## config.mk

```make
export PLATFORM = sky130hd
export DESIGN_NAME = kolibri_spi
export DESIGN_NICKNAME = d
export VERILOG_FILES = /design/src/rtl/kolibri_spi.sv
export SDC_FILE = /design/constraint.sdc
export NUM_CORES = 1
export LEC_CHECK = 0
export ABC_AREA = 1
export CAP_MARGIN = 20
export CORE_ASPECT_RATIO = 0.6
export CORE_MARGIN = 2
export CORE_UTILIZATION = 32
export DETAILED_ROUTE_END_ITERATION = 10
export MAX_ROUTING_LAYER = met4
export REMOVE_ABC_BUFFERS = 1
export SLEW_MARGIN = 0
export SYNTH_ARGS = -nofsm -noshare
export SYNTH_HDL_FRONTEND = slang
export SYNTH_SLANG_ARGS = --single-unit
```

## constraint.sdc

```tcl
create_clock -name MHZ48 -period 2 [get_ports MHZ48]
set_input_delay 0.4 -clock MHZ48 [delete_from_list [all_inputs] [get_ports MHZ48]]
set_output_delay 0.4 -clock MHZ48 [all_outputs]
set_load 0.01 [all_outputs]
```

## src/rtl/kolibri_spi.sv

```systemverilog
// kolibri_spi: mode-0 SPI byte engine fed by one-cycle $FExx write strobes in the 48 MHz domain.
// Shifts DIN out MSB first on SCLK/MOSI while capturing synchronized MISO into DOUT.
//
// state | meaning
// IDLE  | no transfer; SCLK low, MOSI high, waiting for WR_DATA
// LOW   | SCLK low phase of the current bit, MOSI holds the bit
// HIGH  | SCLK high phase; MISO shifted in on the edge that ends it
module kolibri_spi #(
  parameter int DIV_W   = 8,
  parameter int DIV_RST = 59
) (
  input  logic       MHZ48,
  input  logic       nRES,
  input  logic       WR_DATA,
  input  logic       WR_DIV,
  input  logic [7:0] DIN,
  input  logic       MISO,
  output logic       SCLK,
  output logic       MOSI,
  output logic [7:0] DOUT,
  output logic       BUSY,
  output logic       DONE,
  output logic       OVR
);

  typedef enum logic [1:0] {
    IDLE = 2'd0,
    LOW  = 2'd1,
    HIGH = 2'd2
  } state_e;

  state_e           state_q, state_d;
  logic [DIV_W-1:0] div_q, div_d;
  logic [DIV_W-1:0] hm1_q, hm1_d;
  logic [DIV_W-1:0] cnt_q, cnt_d;
  logic [2:0]       bits_q, bits_d;
  logic [7:0]       tx_q, tx_d;
  logic [7:0]       rx_q, rx_d;
  logic             miso_s1_q, miso_s1_d;
  logic             miso_s2_q, miso_s2_d;
  logic             sclk_q, sclk_d;
  logic             mosi_q, mosi_d;
  logic [7:0]       dout_q, dout_d;
  logic             busy_q, busy_d;
  logic             done_q, done_d;
  logic             ovr_q, ovr_d;

  always_comb begin
    state_d   = state_q;
    div_d     = div_q;
    hm1_d     = hm1_q;
    cnt_d     = cnt_q;
    bits_d    = bits_q;
    tx_d      = tx_q;
    rx_d      = rx_q;
    miso_s1_d = MISO;
    miso_s2_d = miso_s1_q;
    sclk_d    = sclk_q;
    mosi_d    = mosi_q;
    dout_d    = dout_q;
    busy_d    = busy_q;
    done_d    = 1'b0;
    ovr_d     = ovr_q;

    // A new divider only lands in div; the running byte keeps its latched half-period.
    if (WR_DIV) div_d = DIV_W'(DIN);

    case (state_q)
      IDLE: begin
        if (WR_DATA) begin
          hm1_d   = (div_q < DIV_W'(2)) ? DIV_W'(2) : div_q;
          cnt_d   = (div_q < DIV_W'(2)) ? DIV_W'(2) : div_q;
          tx_d    = DIN;
          rx_d    = 8'h00;
          bits_d  = 3'd7;
          mosi_d  = DIN[7];
          busy_d  = 1'b1;
          ovr_d   = 1'b0;
          state_d = LOW;
        end
      end
      LOW: begin
        if (cnt_q == '0) begin
          cnt_d   = hm1_q;
          sclk_d  = 1'b1;
          state_d = HIGH;
        end else begin
          cnt_d = cnt_q - DIV_W'(1);
        end
      end
      HIGH: begin
        if (cnt_q == '0) begin
          rx_d   = {rx_q[6:0], miso_s2_q};
          sclk_d = 1'b0;
          if (bits_q != 3'd0) begin
            bits_d  = bits_q - 3'd1;
            tx_d    = {tx_q[6:0], 1'b0};
            mosi_d  = tx_q[6];
            cnt_d   = hm1_q;
            state_d = LOW;
          end else begin
            mosi_d  = 1'b1;
            busy_d  = 1'b0;
            dout_d  = {rx_q[6:0], miso_s2_q};
            done_d  = 1'b1;
            state_d = IDLE;
          end
        end else begin
          cnt_d = cnt_q - DIV_W'(1);
        end
      end
      default: state_d = IDLE;
    endcase

    if (WR_DATA && (state_q != IDLE)) ovr_d = 1'b1;
  end

  always_ff @(posedge MHZ48 or negedge nRES) begin
    if (!nRES) begin
      state_q   <= IDLE;
      div_q     <= DIV_W'(DIV_RST);
      hm1_q     <= '0;
      cnt_q     <= '0;
      bits_q    <= 3'd0;
      tx_q      <= 8'h00;
      rx_q      <= 8'h00;
      miso_s1_q <= 1'b0;
      miso_s2_q <= 1'b0;
      sclk_q    <= 1'b0;
      mosi_q    <= 1'b1;
      dout_q    <= 8'hFF;
      busy_q    <= 1'b0;
      done_q    <= 1'b0;
      ovr_q     <= 1'b0;
    end else begin
      state_q   <= state_d;
      div_q     <= div_d;
      hm1_q     <= hm1_d;
      cnt_q     <= cnt_d;
      bits_q    <= bits_d;
      tx_q      <= tx_d;
      rx_q      <= rx_d;
      miso_s1_q <= miso_s1_d;
      miso_s2_q <= miso_s2_d;
      sclk_q    <= sclk_d;
      mosi_q    <= mosi_d;
      dout_q    <= dout_d;
      busy_q    <= busy_d;
      done_q    <= done_d;
      ovr_q     <= ovr_d;
    end
  end

  assign SCLK = sclk_q;
  assign MOSI = mosi_q;
  assign DOUT = dout_q;
  assign BUSY = busy_q;
  assign DONE = done_q;
  assign OVR  = ovr_q;

endmodule
```

# Yosys cells after proc, flatten, opt, wreduce, memory -nomap -nowiden
# Index checks and enable logic that the tools add are counted.
# totals
regBits	58
latchBits	0
ramBits	0
romBits	0
inputBits	13
out_inout_bits	13
word_cells	85
n_memories	0
# op_classes
addsub	2
multipliers	0
div	0
order_cmp	1
eq_ne	8
n_shift	0
mux	39
n_bitwise	1
reduce_logical	19
# ops
operator	n
two-way mux 8 bit	5
two-way mux 7 bit	5
one-hot mux 7 bit (2 select lines)	2
one-hot mux 8 bit (3 select lines)	1
two-way mux 1 bit	15
AND reduction 3 bit	5
inequality test 2 bit (second input constant)	5
nonzero test 2 bit	5
two-way mux 3 bit	3
zero test 8 bit	1
less-than comparator 8 x 2 -> 1 bit (second input constant)	1
AND reduction 4 bit	2
subtractor 8 x 1 -> 8 bit (second input constant)	1
two-way mux 2 bit	3
one-hot mux 1 bit (2 select lines)	3
one-hot mux 2 bit (3 select lines)	1
one-hot mux 3 bit (2 select lines)	1
nonzero test 3 bit	2
AND reduction 2 bit	2
inequality test 3 bit (second input constant)	1
subtractor 3 x 1 -> 3 bit (second input constant)	1
equality test 2 x 1 -> 1 bit (second input constant)	1
equality test 2 bit (second input constant)	1
zero test 2 bit	1
2 further kinds	2

# Longest topological paths before layout
# logic_depth
word_depth	4
ltp_mapped	12

# Least setup slack after synthesis
# No wires, ideal clock.
# synth_timing
path_type	reg-to-reg
from	register state_q[0]
to	register busy_q (netlist: BUSY)
setup_ns	0.117
t_arrival_ns	1.507
setup_slack_ns	0.376
path_stages_with_launch	9
path_buffers	1
synth_period_minus_slack_ns	1.624
path_cell_list	dfrtp_1 inv_1 ha_1 buf_2 nor2_1 nor3_4 nand2_1 nand2_1 nand2_1
# synth_between
elab_chain_len	3
# synth_rtl
element	line_no	rtl
start: declaration	32	state_e state_q, state_d;
start signal: assignment	136	state_q <= state_d;
equality test 2 bit / zero test 2 bit (equally long branches)	68	case (state_q)
inequality test 2 bit (no line) / nonzero test 2 bit (equally long branches)	--	
AND reduction 4 bit (no line)	--	
end signal: assignment	148	busy_q <= busy_d;
end: declaration	44	logic busy_q, busy_d;
# Several ways; a longest one is shown, not always the timed one.
# A chain may end at the register's enable or synchronous reset.

# Final worst setup path
# layout_timing
from	register dout_q[0] (netlist: DOUT[0])
to	output port DOUT[0]
# layout_rtl
element	line_no	rtl
start: declaration	43	logic [7:0] dout_q, dout_d;
start signal: assignment	147	dout_q <= dout_d;
end: declaration	20	output logic [7:0] DOUT,
# No word-level cell between the ends.

==> results.tsv <==
stage	metric	value	unit
layout	drive_gt1_share	13.94	%
layout	seqCellArea	0.001469	mm^2
floorplan	initial_utilization	33.31	%
setup_path	r2r_cells	9	
placement	dp_hpwl	4.498	mm
global_route	grt_max_degree	59	
synthesis	yosys_warnings	0	
placement	place_congestion	0.9181	
detailed_routing	first_pass_iters	4	
clock_network	numCtsBuffers	9	
power_and_ir_drop	p_leak	0.001714	uW
synthesis	yosysTopAreaCellShare	38.34	%
synthesis	synth_area	0.002872	mm^2
global_route	antenna_found_initial	0	
synthesis	synth_area_per_cell	8.597	um^2
setup_path	max_stage_delay	0.53	ns
setup_path	crit_slowest_cell	clkdlybuf4s50_1	
detailed_routing	drt_iter0_markers	176	
global_route	overflow	0	
sta	finalClockSkew	0.008000	ns
clock_network	clock_sinks	58	
power_and_ir_drop	vdd_drop_max	686.6	uV
sta	relSlewSlack	69.66	%
floorplan	rows	26	
setup_path	crit_required	1.60	ns
synthesis	yosys.area.top_type	dfrtp_1	
setup_path	worstSetupStartpointType	flip-flop	
floorplan	die_area	0.009772	mm^2
clock_network	cts_tree	yes	
power_and_ir_drop	p_total	5471	uW
clock_network	postCtsSetupBuffers	0	
clock_network	post_cts_resized	0	
setup_path	critPathKind	reg -> out	
layout	area_delta_synth_final	23.70	%
setup_path	crit_family	buffers and inverters	
setup_path	r2r_slack	0.24	ns
layout	fillers	855	
setup_path	rr_startpoint	cnt_q[0]	
synthesis	synth_seq_cells	58	
sta	fin_crit	1.773	ns
floorplan	ios	26	
flow_run	cap_viol_max_count	0	
detailed_routing	vias	2201	
synthesis	synth_cells	334	
clock_network	htree_levels	3	
floorplan	die_h	77.38	um
clock_network	hold_buffers	0	
clock_network	clk_pin_slew	0.05	ns
synthesis	synthTopCellsByArea	dfrtp_1 (38%), dfstp_2 (13%), nand2_1 (12%)	
floorplan	core_region_area	0.008621	mm^2
detailed_routing	wl_per_cell	12.71	um
global_route	grt_pass1_wl	10.95	mm
layout	diodes	0	
setup_path	arrival	1.37	ns
sta	final_hold_viol_count	0	
sta	max_slew.worst_pin.slew	0.4536	ns
sta	finalCritPeriodShare	88.65	%
setup_path	cp_num_buf_inv	1	
sta	slew_viol_final	0	
detailed_routing	ant_nets	0	
setup_path	crit_chain	clkdlybuf4s50_1	
synthesis	yosysSeqAreaShare	51.15	%
sta	max_clock_freq	564.0	MHz
sta	setup_viol	0	
sta	setup_tns	0	ns
layout	post-route-util	41.20	%
global_route	first_global_vias	2134	
detailed_routing	via_per_inst	4.538	
detailed_routing	finalWirelength	6.165	mm
global_route	grtUsageTotal	14.89	%
setup_path	cp-end-kind	primary output	
placement	port_buffers	25	
setup_path	cp_max_fo	2	
setup_path	r2r-end	BUSY	
synthesis	yosys.cell_types.count	30	
clock_network	clk_latency	0.32	ns
clock_network	cts_buffer_depth	2	
sta	grt_setup_unrepaired	no	
detailed_routing	drc	0	
layout	multiInputGateArea	0.001192	mm^2
outcome	status	completed	
power_and_ir_drop	power_density	1540	mW/mm^2
floorplan	fp.dieW	126.3	um
worst_hold_path	hold_class	in -> async	
clock_network	clock-root-buffer	clkbuf_16	
layout	nets	391	
layer usage:
metal / up-vias / GRT usage, % / part of all wire (%)
li1: 1129 / - / -
met1: 1010 / 22.47 / 56
met2: 60 / 17.74 / 38
met3: 2 / 5.931 / 5.7
met4: 0 / 4.286 / 0.39
met5: - / - / 0
report_power, final:
part	leakage (uW)	switching [uW]	internal, uW	total (uW)
sequential	0.000694	264	1540	1800
clock	0.000138	488	959	1450
combinational	0.000882	1400	827	2220
total	0.00171	2150	3320	5470
per-stage QoR:
stage	cell area [um^2]	hold slack, ns	std cells	setup slack [ns]
final	3552	0.07906	485	0.2271
after global routing	3552	0.09821	485	0.008021
after CTS	3547	0.08079	485	0.1076
after detailed placement	3267	0.3403	469	0.1283
after global placement	3267	0.3363	469	0.1680
after floorplan	2831	0.1044	327	0.1447
cell usage in the layout, fill, tap and decap left out, drive strengths merged:
| cell | n |
|---|---|
| o21ai | 44 |
| o21bai | 1 |
| dfrtp | 44 |
| buf | 6 |
| a21oi | 8 |
| o21a | 2 |
| mux2i | 6 |
| dfstp | 14 |
| nor3 | 2 |
| xor2 | 1 |
| o211ai | 1 |
| o22ai | 7 |
| clkdlybuf4s50 | 24 |
| nand2 | 95 |
| inv | 46 |
| clkbuf | 13 |
| clkinv | 2 |
| nand3 | 12 |
| bufinv | 1 |
| nor2 | 34 |
| ha | 10 |
cells by family (layout without fill, tap and decap cells):
logic type                 Yosys count  in the layout  share of synthesized area, %
xor gates and xnor gates             1              1                        0.3051
AOI/OAI and AO/OA                   63             63                         12.68
DFF                                 58             58                         51.15
muxes                                6              6                         2.092
adders and majority gates           10             10                         4.357
buffers and inverters               53             92                         7.495
and+or+nand+nor                    143            143                         21.92
worst register-to-register path, stage by stage, from the launching register on:
cell and delay [ns]:
dfrtp_1 0.42, inv_1 0.11, ha_1 0.15, nand2_1 0.14, nor2_8 0.25, nor2_4 0.08
nor3_4 0.30, nand2_1 0.09, nand2_1 0.07, nand2_1 0.05
cells in the mapped netlist (all sizes together):
cell type  count
dfstp         14
o21ai         44
ha            10
xor2           1
o21a           2
nor2          34
dfrtp         44
inv           46
nor3           2
clkbuf         3
mux2i          6
o22ai          7
nand2         95
o21bai         1
buf            4
nand3         12
a21oi          8
o211ai         1
state kept, by name, indices dropped and copies added, names as in the netlist:
register and count:
div_q 8, DOUT 8, MOSI 1, miso_s2_q 1
miso_s1_q 1, hm1_q 8, SCLK 1, DONE 1
BUSY 1, state_q 2, cnt_q 8, OVR 1
bits_q 3, rx_q 7, tx_q 7
area by class of cell:
type                    count  area share (%)
clock buffers              13           6.763
clock inverters             3           1.127
inverters                  46           4.931
multi-input cells         223           33.57
flip-flops and latches     58           41.35
well taps                 112           3.945
repair buffers             30           8.313
worst max path at each step:
stage,startpoint,endpoint,cells after the start
2_1_floorplan,state_q[0],bits_q[1],8
3_3_place_gp,WR_DATA,cnt_q[4],10
3_5_place_dp,cnt_q[0],rx_q[4],8
4_1_cts,cnt_q[0],rx_q[4],8
5_1_grt,cnt_q[0],rx_q[4],8
6_report,DOUT[0],DOUT[0],1
Note: power is estimated with default switching activity, not from simulation.
